===== src/rtl/snd_clk_pkg.sv =====
// snd_clk_pkg: shared types and helpers for the sound serial-clock generator.
//   state_t     - generator FSM states
//   RATE_W      - width of the rate selector
//   SLOT_IDX_W  - width of the slot index output
//   BIT_IDX_W   - width of the bit index output
//   HC_W        - width of the half-period counter (covers 2^7)
//   clamp_rate  - limits a requested rate to the largest legal value
package snd_clk_pkg;

  typedef enum logic [1:0] {
    S_IDLE,
    S_MUTE,
    S_RUN,
    S_DRAIN
  } state_t;

  localparam int unsigned RATE_W     = 3;
  localparam int unsigned SLOT_IDX_W = 4;
  localparam int unsigned BIT_IDX_W  = 5;
  localparam int unsigned HC_W       = 8;

  function automatic logic [RATE_W-1:0] clamp_rate(input logic [RATE_W-1:0] sel,
                                                    input logic [RATE_W-1:0] max_rate);
    return (sel > max_rate) ? max_rate : sel;
  endfunction

endpackage


===== src/rtl/snd_pow2_div.sv =====
// snd_pow2_div: power-of-two BCLK divider with registered edge strobes.
//   clk      in   master clock
//   rst      in   synchronous reset, active-high (also loads rate_in)
//   clear    in   hold counter, BCLK and strobes at 0
//   load     in   latch rate_in and restart from 0
//   rate_in  in   half period = 2^rate_in clk cycles
//   bclk     out  divided clock
//   rise     out  strobe coincident with bclk 0->1
//   fall     out  strobe coincident with bclk 1->0
//   tick     out  counter is at its last half-period cycle (next edge toggles)
module snd_pow2_div
  import snd_clk_pkg::*;
(
  input  logic              clk,
  input  logic              rst,
  input  logic              clear,
  input  logic              load,
  input  logic [RATE_W-1:0] rate_in,
  output logic              bclk,
  output logic              rise,
  output logic              fall,
  output logic              tick
);

  logic [HC_W-1:0]   hc;
  logic [HC_W-1:0]   hc_last;
  logic [RATE_W-1:0] rate;

  assign hc_last = (HC_W'(1) << rate) - HC_W'(1);
  assign tick    = (hc == hc_last);

  always_ff @(posedge clk) begin
    if (rst || load) begin
      hc   <= '0;
      bclk <= 1'b0;
      rise <= 1'b0;
      fall <= 1'b0;
      rate <= rate_in;
    end else if (clear) begin
      hc   <= '0;
      bclk <= 1'b0;
      rise <= 1'b0;
      fall <= 1'b0;
    end else begin
      rise <= 1'b0;
      fall <= 1'b0;
      if (tick) begin
        hc   <= '0;
        bclk <= ~bclk;
        rise <= ~bclk;
        fall <= bclk;
      end else begin
        hc <= hc + 1'b1;
      end
    end
  end

endmodule


===== src/rtl/snd_clkgen_tdm.sv =====
// snd_clkgen_tdm: audio BCLK/LRCK generator for I2S/TDM (PCM) and DSD.
//   SND_MCLK     in   master clock, all logic on rising edge
//   RST          in   synchronous reset, active-high
//   RATE_SEL     in   BCLK = SND_MCLK / 2^(RATE_SEL+1), clamped to RATE_MAX
//   DSD_MODE     in   1 = DSD (LRCK and SLOT_IDX held 0)
//   BCLK, LRCK   out  serial clocks
//   BCLK_RISE    out  strobe with BCLK 0->1
//   BCLK_FALL    out  strobe with BCLK 1->0
//   FRAME_START  out  strobe on the fall that begins slot 0 bit 0
//   SLOT_IDX     out  current slot
//   BIT_IDX      out  current bit within the slot (MSB first, from 0)
//   LOCKED       out  high only while running at the requested rate/mode
// Build option: SND_CLKGEN_I2S_DELAY_EN delays PCM LRCK by one BCLK (Philips I2S).
module snd_clkgen_tdm
  import snd_clk_pkg::*;
#(
  parameter int unsigned NUM_CH   = 2,
  parameter int unsigned SLOT_W   = 32,
  parameter int unsigned MUTE_CYC = 1024,
  parameter int unsigned RATE_MAX = 5
) (
  input  logic       SND_MCLK,
  input  logic       RST,
  input  logic [2:0] RATE_SEL,
  input  logic       DSD_MODE,
  output logic       BCLK,
  output logic       LRCK,
  output logic       BCLK_RISE,
  output logic       BCLK_FALL,
  output logic       FRAME_START,
  output logic [3:0] SLOT_IDX,
  output logic [4:0] BIT_IDX,
  output logic       LOCKED
);

  localparam int unsigned MC_W = (MUTE_CYC > 1) ? $clog2(MUTE_CYC) : 1;
  localparam logic [MC_W-1:0]       MC_LAST   = MC_W'(MUTE_CYC - 1);
  localparam logic [BIT_IDX_W-1:0]  BIT_LAST  = BIT_IDX_W'(SLOT_W - 1);
  localparam logic [SLOT_IDX_W-1:0] SLOT_LAST = SLOT_IDX_W'(NUM_CH - 1);
  localparam logic [SLOT_IDX_W-1:0] SLOT_HALF = SLOT_IDX_W'(NUM_CH / 2);

  state_t                  state, state_next;
  logic [MC_W-1:0]         mute_cnt;
  logic [RATE_W-1:0]       act_rate, req_rate;
  logic                    act_dsd;
  logic                    changed, latch;
  logic                    div_bclk, div_rise, div_fall, div_tick;
  logic                    fall_due, run_ok, fall_now, frame_end;
  logic                    started, lrck, lrck_nxt, frame_start, locked;
  logic [SLOT_IDX_W-1:0]   slot_idx, slot_nxt;
  logic [BIT_IDX_W-1:0]    bit_idx;

  assign req_rate = clamp_rate(RATE_SEL, RATE_W'(RATE_MAX));
  assign changed  = (req_rate != act_rate) || (DSD_MODE != act_dsd);
  assign fall_due = div_tick && div_bclk;
  // The very first fall after entering RUN is itself a frame boundary, so a
  // drain requested before it can end there without emitting a partial frame.
  assign frame_end = !started ||
                     ((bit_idx == BIT_LAST) && (act_dsd || (slot_idx == SLOT_LAST)));

  always_comb begin
    state_next = state;
    latch      = 1'b0;
    case (state)
      S_IDLE: begin
        state_next = S_MUTE;
        latch      = 1'b1;
      end
      S_MUTE: begin
        if (changed) begin
          latch = 1'b1;
        end else if (mute_cnt == MC_LAST) begin
          state_next = S_RUN;
        end
      end
      S_RUN: begin
        if (changed) begin
          state_next = S_DRAIN;
        end
      end
      S_DRAIN: begin
        if (fall_due && frame_end) begin
          state_next = S_MUTE;
          latch      = 1'b1;
        end
      end
      default: state_next = S_IDLE;
    endcase
  end

  always_ff @(posedge SND_MCLK) begin
    if (RST) begin
      state <= S_IDLE;
    end else begin
      state <= state_next;
    end
  end

  always_ff @(posedge SND_MCLK) begin
    if (RST) begin
      mute_cnt <= '0;
      act_rate <= req_rate;
      act_dsd  <= DSD_MODE;
      locked   <= 1'b0;
    end else begin
      locked <= (state_next == S_RUN);
      if (latch) begin
        act_rate <= req_rate;
        act_dsd  <= DSD_MODE;
        mute_cnt <= '0;
      end else if (state == S_MUTE) begin
        mute_cnt <= mute_cnt + 1'b1;
      end
    end
  end

  // Divider only counts while staying in RUN/DRAIN; the entry cycle keeps it
  // cleared so the first rise lands exactly 2^rate cycles after entry.
  assign run_ok = ((state == S_RUN) || (state == S_DRAIN)) &&
                  ((state_next == S_RUN) || (state_next == S_DRAIN));
  assign fall_now = fall_due && run_ok;

  snd_pow2_div u_div (
    .clk     (SND_MCLK),
    .rst     (RST),
    .clear   (!run_ok),
    .load    (latch),
    .rate_in (req_rate),
    .bclk    (div_bclk),
    .rise    (div_rise),
    .fall    (div_fall),
    .tick    (div_tick)
  );

  always_comb begin
    slot_nxt = slot_idx;
    if (fall_now && started && (bit_idx == BIT_LAST)) begin
      slot_nxt = (act_dsd || (slot_idx == SLOT_LAST)) ? '0 : slot_idx + 1'b1;
    end
    if (act_dsd) begin
      lrck_nxt = 1'b0;
    end else begin
`ifdef SND_CLKGEN_I2S_DELAY_EN
      // Using the slot just finished delays LRCK by one BCLK period.
      lrck_nxt = (slot_idx >= SLOT_HALF);
`else
      lrck_nxt = (slot_nxt >= SLOT_HALF);
`endif
    end
  end

  always_ff @(posedge SND_MCLK) begin
    if (RST || !run_ok) begin
      slot_idx    <= '0;
      bit_idx     <= '0;
      lrck        <= 1'b0;
      frame_start <= 1'b0;
      started     <= 1'b0;
    end else begin
      frame_start <= 1'b0;
      if (fall_now) begin
        slot_idx <= slot_nxt;
        lrck     <= lrck_nxt;
        if (!started) begin
          started     <= 1'b1;
          frame_start <= 1'b1;
        end else if (bit_idx == BIT_LAST) begin
          bit_idx     <= '0;
          frame_start <= act_dsd || (slot_idx == SLOT_LAST);
        end else begin
          bit_idx <= bit_idx + 1'b1;
        end
      end
    end
  end

  assign BCLK        = div_bclk;
  assign BCLK_RISE   = div_rise;
  assign BCLK_FALL   = div_fall;
  assign LRCK        = lrck;
  assign FRAME_START = frame_start;
  assign SLOT_IDX    = slot_idx;
  assign BIT_IDX     = bit_idx;
  assign LOCKED      = locked;

endmodule


===== config.mk =====
export PLATFORM = sky130hd
export DESIGN_NAME = snd_clkgen_tdm
export DESIGN_NICKNAME = d
export VERILOG_FILES = /design/src/rtl/snd_clk_pkg.sv /design/src/rtl/snd_pow2_div.sv /design/src/rtl/snd_clkgen_tdm.sv
export SDC_FILE = /design/constraint.sdc
export NUM_CORES = 1
export LEC_CHECK = 0
export CAP_MARGIN = 5
export CORE_UTILIZATION = 40
export DETAILED_ROUTE_END_ITERATION = 7
export SLEW_MARGIN = 20
export SYNTH_ARGS = -nofsm -noshare
export SYNTH_HDL_FRONTEND = slang
export SYNTH_HIERARCHICAL = 1
export SYNTH_SLANG_ARGS = --single-unit
export TNS_END_PERCENT = 50

===== constraint.sdc =====
create_clock -name SND_MCLK -period 8.3 [get_ports SND_MCLK]
set_clock_uncertainty 0.05 [all_clocks]
set_input_delay 1.66 -clock SND_MCLK [delete_from_list [all_inputs] [get_ports SND_MCLK]]
set_output_delay 1.66 -clock SND_MCLK [all_outputs]
set_load 0.1 [all_outputs]

==> summary.txt <==
Outcome
  • Outcome: finished, final reports clean

Layout
  • # diodes: 0
  • Layout cells sized above 1: 10.40%
  • Most common cell after layout, fill and taps aside: nor2_1
  • Area growth from synthesis to layout: 16.42%
  • Commonest cells after routing, fill and taps aside: nor2_1, dfxtp_1, clkdlybuf4s50_1
  • # nets final: 261

Critical path
  • Start point of the critical path: RATE_SEL[1]
  • Crit Path Class: input pin to flop
  • Crit path DAT: 4.02 ns
  • R2R Path Start: u_div/rate[2]
  • R2R cell count: 11
  • CP Capture Type: flop
  • Required time of the critical path: 8.48 ns
  • R2r endpoint: u_div/hc[7]
  • CP Max Fanout: 8
  • Setup crit start kind: input pin
  • FF-to-FF setup slack: 5.37 ns

Die
  • Die W: 75.69 um
  • # rows: 26
  • DIE HEIGHT: 75.69 um
  • Initial Util: 41.99%
  • Ports: 21
  • Core area: 5172 um^2
  • Die Area: 5729 um^2

Placed design
  • Hpwl dp: 2.833 mm
  • I/O Buffers: 20
  • RePlAce Congestion: 0.7844
  • Setup WS pre-CTS: 4.157 ns

Clocking
  • Root Driver: clkbuf_8
  • Resized cells post-CTS: 0
  • CTS tree: done
  • H-tree lvl count: 2
  • Buffer count from post-CTS setup fixing: 0
  • Clock slew seen by the registers of the worst setup and hold paths: 0.08 ns
  • CTS buffer count: 5
  • Clk Latency, worst-skew pair: 0.29 ns
  • CTS Buffer Depth: 2
  • Cts hold-fix bufs: 0
  • Clock sinks: 43

Synthesis
  • Cell count after synthesis: 227
  • Distinct cells, synth: 54
  • Largest cells by area after synthesis: dfxtp_1, edfxtp_1, nor2_1
  • #FFs+latches synth: 43
  • Synth Flop Type: dfxtp_1
  • Synthesized area: 2172 um^2
  • Post-synth top area share: 33.18%
  • Post-synth EDFFs: 7
  • Mean post-synth cell area: 9.569 um^2
  • Synth area leader: dfxtp_1
  • Synth warn: 6
  • Syn Nets: 239
  • Sequential fraction of the synthesis area: 42.86%
  • Asr flop ratio synth: 0%

Flow run
  • Max cap viols: 0

GRT
  • Pin count of the biggest net entering global routing: 15
  • Total grt overflow: 0
  • Number of global-route vias before repair: 1399
  • First-pass GRT wire length: 6.023 mm
  • GRT Total Usage: 13.99%
  • Initial antenna violation count: 0

STA
  • Worst Hold Margin: 0.4111 ns
  • Unrepaired setup endpoints after global routing: no
  • Slew margin rel.: 35.31%
  • Setup TNS: 0 ns
  • Fin. Hold Viols: 0
  • Final Cycle Share: 46.32%
  • Fmax: 260.1 MHz
  • Max-slew violations: 0
  • Setup ws final: 4.456 ns
  • Final setup violation count: 0
  • Post-route minimum period: 3.844 ns
  • Worst slew pin tran: 0.9674 ns

Worst hold path
  • Hold Crit Endpoint: LRCK
  • Worst hold start: LRCK
  • Hold Path Depth: 2
  • HP Class: flop to flop

Power and ir drop
  • Design Power: 0.0003744 W
  • Pleak: 0.9060 nW
  • PD cells: 148.1 nW/um^2
  • Max VDD drop: 0.08603 mV

Detailed routing
  • Drt total wl: 3.703 mm
  • Average wire per standard cell: 11.57 um
  • 1st-iter DRT viols: 74
  • Post-route ant nets: 0
  • DR pass1 iterations: 4
  • Drt drc: 0
  • Routed vias: 1590
  • Via density: 4.969
-- how the worst max path moves through the flow --
stage,slack [ns],end,cells past startpoint
floorplan,4.83,u_div/bclk,8
global placement,4.20,u_div/hc[7],9
detailed placement,4.16,u_div/hc[7],9
CTS,4.46,u_div/hc[7],9
global route,4.27,u_div/hc[3],9
finish,4.46,u_div/hc[7],9
-- metrics by stage --
stage / instances / instance area, um^2 / utilization [%]
5_1_grt: 320 / 2529 / 48.89
2_1_floorplan: 227 / 2172 / -
3_5_place_dp: 312 / 2429 / 46.95
3_3_place_gp: 312 / 2429 / 46.95
6_report: 320 / 2529 / 48.89
4_1_cts: 320 / 2529 / 48.89
-- layer usage --
layer | wire length, um | vias to the layer above | part of all wire (%) | GRT usage, %
met1 | 1832 | 733 | 49 | 17.57
met3 | 137 | 4 | 3.7 | 3.968
li1 | - | 833 | - | -
met2 | 1691 | 20 | 46 | 23.02
met5 | 0 | - | 0 | 0
met4 | 42 | 0 | 1.1 | 4.938
-- power breakdown --
| group | total (W) | internal (W) | switching [W] |
|---|---|---|---|
| logic | 0.0000152 | 0.00000728 | 0.00000795 |
| registers | 0.000218 | 0.000214 | 0.00000334 |
| clock network | 0.000142 | 0.0000759 | 0.0000657 |
| total | 0.000374 | 0.000297 | 0.0000770 |
-- Yosys cell counts, drive strengths merged, types with 6 or more instances --
cell / n
and3: 8
dfxtp: 36
nand2: 9
ha: 6
nor2: 38
nand3: 10
inv: 11
nor2b: 7
a21oi: 7
xor2: 10
xnor2: 11
edfxtp: 7
-- kinds of logic (layout without fill, tap and decap cells) --
family	count (synthesis)	after routing	synth area share, %
AO/OA/AOI/OAI	35	35	13.71
multiplexers	6	6	2.995
flip-flops	43	43	42.86
buffers and inverters	17	40	3.686
adder cells (fa/ha/maj)	6	6	3.456
AND/OR/NAND/NOR	99	99	24.83
XOR/XNOR	21	21	8.467
-- state kept, by name (all words and copies together) (netlist names), 2 cells and up --
register    flops
mute_cnt       10
state           2
SLOT_IDX        4
BIT_IDX         5
u_div/hc        8
act_rate        3
u_div/rate      3
-- layout make-up --
cell class | count | area (um^2)
Sequential cell | 43 | 930.9
Timing Repair Buffer | 21 | 207.7
Multi-Input combinational cell | 167 | 1161
Inverter | 11 | 41.29
Fill cell | 498 | 2644
Clock buffer | 8 | 100.1
Tap cell | 70 | 87.58
-- worst max-delay path: stages --
cell and delay [ns]:
clkdlybuf4s50_1 0.49, xor2_1 0.20, or4_4 0.49, a211oi_2 0.23, nor2_1 0.05, or2_2 0.34
nor2_1 0.25, o31ai_4 0.18, nor2_1 0.13
Power figures use the tool's default switching activity.
